[config.mk]
export PLATFORM = sky130hd
export DESIGN_NAME = booth_ppg
export DESIGN_NICKNAME = d
export VERILOG_FILES = /design/src/rtl/booth_ppg_pkg.sv /design/src/rtl/booth_ppg_row.sv /design/src/rtl/booth_ppg.sv
export SDC_FILE = /design/constraint.sdc
export NUM_CORES = 1
export LEC_CHECK = 0
export CORE_AREA = 2 2 65 113
export DETAILED_ROUTE_END_ITERATION = 7
export DIE_AREA = 0 0 67 115
export GPL_TIMING_DRIVEN = 0
export SETUP_SLACK_MARGIN = 0.15
export SLEW_MARGIN = 10
export SYNTH_ARGS = -nofsm -noshare
export SYNTH_HDL_FRONTEND = slang
export SYNTH_SLANG_ARGS = --single-unit
[constraint.sdc]
create_clock -name vclk -period 4.6
set_input_delay 0.46 -clock vclk [all_inputs]
set_output_delay 0.46 -clock vclk [all_outputs]
set_load 0.02 [all_outputs]
[src/rtl/booth_ppg_pkg.sv]
// Shared widths, correction constants and Booth digit decoding for the
// radix-4 partial-product generator.
package booth_ppg_pkg;

    localparam int OP_W   = 8;
    localparam int PP0_W  = 11;
    localparam int PPN_W  = 9;
    localparam int PROD_W = 17;
    localparam int ROWS   = 4;

    // Folds the ~s/s sign-extension prefixes of all four rows back to zero.
    localparam logic [PROD_W-1:0] RECON_CORR = 17'h1A800;

    // The same fold expressed per product, for accumulators wider than 17 bits.
    localparam int ACC_CORR = -22528;

    typedef enum logic [2:0] {
        ZERO = 3'd0,
        POS1 = 3'd1,
        POS2 = 3'd2,
        NEG1 = 3'd3,
        NEG2 = 3'd4
    } booth_digit_e;

    function automatic booth_digit_e decode_triplet(input logic [2:0] trip);
        booth_digit_e dig;
        case (trip)
            3'b000:  dig = ZERO;
            3'b001:  dig = POS1;
            3'b010:  dig = POS1;
            3'b011:  dig = POS2;
            3'b100:  dig = NEG2;
            3'b101:  dig = NEG1;
            3'b110:  dig = NEG1;
            3'b111:  dig = ZERO;
            default: dig = ZERO;
        endcase
        return dig;
    endfunction

endpackage

[src/rtl/booth_ppg_row.sv]
// One Booth row: selects 0, A or 2A from the recoded triplet and applies
// one's-complement negation, leaving the +1 to the neg flag.
module booth_row
    import booth_ppg_pkg::*;
(
    input  logic [2:0]       triplet,
    input  logic [OP_W-1:0]  a,
    output logic [PPN_W-1:0] p,
    output logic             s,
    output logic             neg
);

    booth_digit_e     digit_s;
    logic [PPN_W-1:0] mag_s;
    logic             neg_s;

    assign digit_s = decode_triplet(triplet);

    // Magnitude select and negation from the decoded digit.
    always_comb begin
        mag_s = {PPN_W{1'b0}};
        neg_s = 1'b0;
        case (digit_s)
            ZERO: begin
                mag_s = {PPN_W{1'b0}};
                neg_s = 1'b0;
            end
            POS1: begin
                mag_s = {a[OP_W-1], a};
                neg_s = 1'b0;
            end
            POS2: begin
                mag_s = {a, 1'b0};
                neg_s = 1'b0;
            end
            NEG1: begin
                mag_s = {a[OP_W-1], a};
                neg_s = 1'b1;
            end
            NEG2: begin
                mag_s = {a, 1'b0};
                neg_s = 1'b1;
            end
            default: begin
                mag_s = {PPN_W{1'b0}};
                neg_s = 1'b0;
            end
        endcase
    end

    // Sign is read after inversion so -2A with A=-128 stays a positive row.
    assign p   = neg_s ? ~mag_s : mag_s;
    assign s   = p[PPN_W-1];
    assign neg = neg_s;

endmodule

[src/rtl/booth_ppg.sv]
// Radix-4 Booth partial-product generator: four recoded rows with
// sign-extension prefixes and an optional output register stage.
module booth_ppg
    import booth_ppg_pkg::*;
#(
    parameter bit REGISTERED = 1'b0
)
(
    input  logic              clk,
    input  logic              reset,
    input  logic [OP_W-1:0]   multiplicand,
    input  logic [OP_W-1:0]   multiplier,
    output logic [PP0_W-1:0]  pp0,
    output logic [PPN_W-1:0]  pp1,
    output logic [PPN_W-1:0]  pp2,
    output logic [PPN_W-1:0]  pp3,
    output logic              neg0,
    output logic              neg1,
    output logic              neg2,
    output logic              neg3
);

    logic [2:0]       trip_s  [ROWS];
    logic [PPN_W-1:0] row_p_s [ROWS];
    logic [ROWS-1:0]  row_s_s;
    logic [ROWS-1:0]  row_neg_s;

    logic [PP0_W-1:0] pp0_d;
    logic [PPN_W-1:0] pp1_d;
    logic [PPN_W-1:0] pp2_d;
    logic [PPN_W-1:0] pp3_d;
    logic [ROWS-1:0]  neg_d;

    // Overlapping triplets; row 0 sees an implicit zero below bit 0.
    always_comb begin
        trip_s[0] = {multiplier[1], multiplier[0], 1'b0};
        for (int i = 1; i < ROWS; i++) begin
            trip_s[i] = multiplier[2*i+1 -: 3];
        end
    end

    for (genvar g = 0; g < ROWS; g++) begin : g_row
        booth_row u_row (
            .triplet (trip_s[g]),
            .a       (multiplicand),
            .p       (row_p_s[g]),
            .s       (row_s_s[g]),
            .neg     (row_neg_s[g])
        );
    end

    // Attach the sign-extension prefixes to each row.
    always_comb begin
        pp0_d = {~row_s_s[0], row_s_s[0], row_s_s[0], row_p_s[0][7:0]};
        pp1_d = {~row_s_s[1], row_p_s[1][7:0]};
        pp2_d = {~row_s_s[2], row_p_s[2][7:0]};
        pp3_d = {~row_s_s[3], row_p_s[3][7:0]};
        neg_d = row_neg_s;
    end

    if (REGISTERED) begin : g_reg
        logic [PP0_W-1:0] pp0_q;
        logic [PPN_W-1:0] pp1_q;
        logic [PPN_W-1:0] pp2_q;
        logic [PPN_W-1:0] pp3_q;
        logic [ROWS-1:0]  neg_q;

        // Output stage; all-zero while reset is held is not a valid encoding.
        always_ff @(posedge clk or negedge reset) begin
            if (!reset) begin
                pp0_q <= {PP0_W{1'b0}};
                pp1_q <= {PPN_W{1'b0}};
                pp2_q <= {PPN_W{1'b0}};
                pp3_q <= {PPN_W{1'b0}};
                neg_q <= {ROWS{1'b0}};
            end else begin
                pp0_q <= pp0_d;
                pp1_q <= pp1_d;
                pp2_q <= pp2_d;
                pp3_q <= pp3_d;
                neg_q <= neg_d;
            end
        end

        assign pp0  = pp0_q;
        assign pp1  = pp1_q;
        assign pp2  = pp2_q;
        assign pp3  = pp3_q;
        assign neg0 = neg_q[0];
        assign neg1 = neg_q[1];
        assign neg2 = neg_q[2];
        assign neg3 = neg_q[3];
    end else begin : g_comb
        logic unused_clk_rst_s;
        assign unused_clk_rst_s = clk ^ reset;

        assign pp0  = pp0_d;
        assign pp1  = pp1_d;
        assign pp2  = pp2_d;
        assign pp3  = pp3_d;
        assign neg0 = neg_d[0];
        assign neg1 = neg_d[1];
        assign neg2 = neg_d[2];
        assign neg3 = neg_d[3];
    end

endmodule

==> impl_results.md <==
- Status: finished clean
- Post-synthesis sequential area ratio: 0
- Detailed Routing Iterations Pass 1: 4
- Relative slew slack: 0.711
- Initial Util: 0.242
- Die height: roughly 120 µm
- Flop pwr share: 0
- Minimum clock period after layout: between 4000 and 5000 ps
- Setup_tns: 0 ps
- Wire length on met3: 241 µm
- Total grt overflow: 0
- CORE AREA: 6810 µm²
- Port Buffer Count: 56
- 1st-iter DRT viols: about 120
- Fmax: between 200 and 250 MHz
- Synthesized area: 1640 µm²
- Ys Warns: 0
- DRT Wirelength: 5.70 mm
- Switch Pwr: about 0.00017 W
- # resized after CTS: 0
- First-pass GRT wire length: 8.86 mm
- Max Slew Vio Count: 0
- Vias in the first global route: 1,809
- Syn Nets: 266
- Post-route cell area: 2310 µm²
- Synth area leader: o21ai_0
- Area of placed instances: 2310 µm²
- Max layer used: met4
- Final net count: 324
- Hold buffers post-CTS: 0
- Worst Tran Pin Value: about 430 ps
- GRT Resource Usage Total: 0.140
- Comb power frac: 1.000
- Routed Antenna Nets: 0
- Worst hold path type: in2out
- Sw frac: 0.525
- Avg WL per Cell: about 15 µm
- DR DRC count: 0
- Crit path kind: in2out
- Share of the synthesized area in the top cell type: 0.128
- CP Data Required Time: 4140 ps
- Pwr dens: 143 nW/µm²
- Clock buf count: 0
- Layout area overhead: 40.5%
- Vias per cell: 5.15
- Post-Syn Instances: approximately 240
- # IOs: 60
- Unrepaired setup endpoints after global routing: false
- Post-DP HPWL: 4.35 mm
- Unique cell type count in the Yosys netlist: 33
- GP Congestion: 0.809
- Antenna diodes: 0
- Width of the die: about 67 µm
- VDD IR max: between 50 and 60 µV
- Met2 WL post-DR: 3.09 mm
- Share of cells above drive strength 1: 0.144
- Clock power frac: 0
- Initial antenna violation count: 0
- Die ar.: 7710 µm²
- Int Pwr: between 0.00015 and 0.0002 W
- Final hold violations: 0
- Lkg Pwr: 0.905 nW
- Largest cells by area after synthesis: o21ai_0, nor2b_1, mux4_2
- Final setup fails: 0
- Worst setup EP type: output pin
- Fin crit share: 0.880
- Post-CTS setup buffer count: 0
- Max cap viols: 0
- Type of origin of the critical path: primary input
- Site Rows: 40
- Worst EP arrival: 3590 ps
- FF+latch area: 0 µm²
- CP max FO: 10
- Sequential cells: 0
- Pin count of the biggest net entering global routing: 11
- Wl on met1: 2.29 mm
- Mapped Avg Cell Area: 6.79 µm²
- Vias: between 1,500 and 2,000
[final timing paths]
path / startpoint / end / cells after the start
setup / recovery: multiplier[5] / pp3[2] / 10
hold / removal: multiplier[7] / neg3 / 3
[cell usage after synthesis, types with 4 or more instances]
cell type,n
a21oi_1,15
a22oi_1,7
a31oi_1,11
and2_2,6
and2b_1,9
buf_2,11
buf_4,4
buf_6,5
clkbuf_1,12
ha_1,6
inv_1,9
mux4_2,6
nand2_1,13
nand2b_1,8
nand3_1,7
nor2_1,7
nor2b_1,25
o211ai_1,4
o21ai_0,42
o221a_2,6
xnor2_1,4
xor2_1,9
[layer usage]
metal | track usage | vias up
li1 | - | 967
met1 | 0.174 | 923
met2 | 0.266 | 68
met3 | 0.00391 | 8
met4 | 0.0231 | 0
met5 | 0 | -
[cell usage in the layout (no fill, tap or decap), types with 9 or more instances in the layout]
cell type	count
xor2_1	9
clkbuf_1	12
nand2_1	13
nor2b_1	25
and2b_1	9
buf_2	11
clkdlybuf4s50_1	56
a21oi_1	15
o21ai_0	42
a31oi_1	11
inv_1	9
[area by class of cell]
cell class	count	area [µm²]
fill	773	4500
multi-input combinational	197	1360
timing repair buffer	56	561
buffer	36	248
tap	84	105
inverter	9	33.8
[metrics by stage]
step | power [W] | instances | hold WS (ps) | worst slack [ps] | util
after global routing | 0.000356 | 382 | 1810 | 357 | 0.339
after CTS | 0.000332 | 382 | 1770 | 594 | 0.339
after detailed placement | 0.000331 | 382 | 1770 | 590 | 0.339
after global placement | 0.000328 | 382 | 1760 | 586 | 0.339
final | 0.000331 | 382 | 1770 | 550 | 0.339
after floorplan | 0.000202 | 242 | 1190 | 1660 | -
[cells by family (layout without fill, tap and decap cells)]
| family | after synthesis | after routing | synth area share |
|---|---|---|---|
| AO/OA/AOI/OAI | 90 | 90 | 0.333 |
| AND/OR/NAND/NOR | 79 | 79 | 0.280 |
| buffers and inverters | 45 | 101 | 0.171 |
| XOR/XNOR | 13 | 13 | 0.0693 |
| multiplexers | 9 | 9 | 0.100 |
| adder cells (fa/ha/maj) | 6 | 6 | 0.0457 |
[power by group through the flow]
stage / clock network (W) / logic [W] / registers [W]
2_1_floorplan: 0 / 0.000202 / 0
3_3_place_gp: 0 / 0.000328 / 0
3_5_place_dp: 0 / 0.000331 / 0
4_1_cts: 0 / 0.000332 / 0
5_1_grt: 0 / 0.000356 / 0
6_report: 0 / 0.000331 / 0
[worst max-delay path: stages]
cell and delay, ps:
clkdlybuf4s50_1 500, clkbuf_1 360, buf_2 310, inv_1 70, ha_1 410, clkbuf_1 320
nor2b_1 170, o21ai_0 120, a21oi_1 230, clkdlybuf4s50_1 640
(Power assumes the default switching activity.)
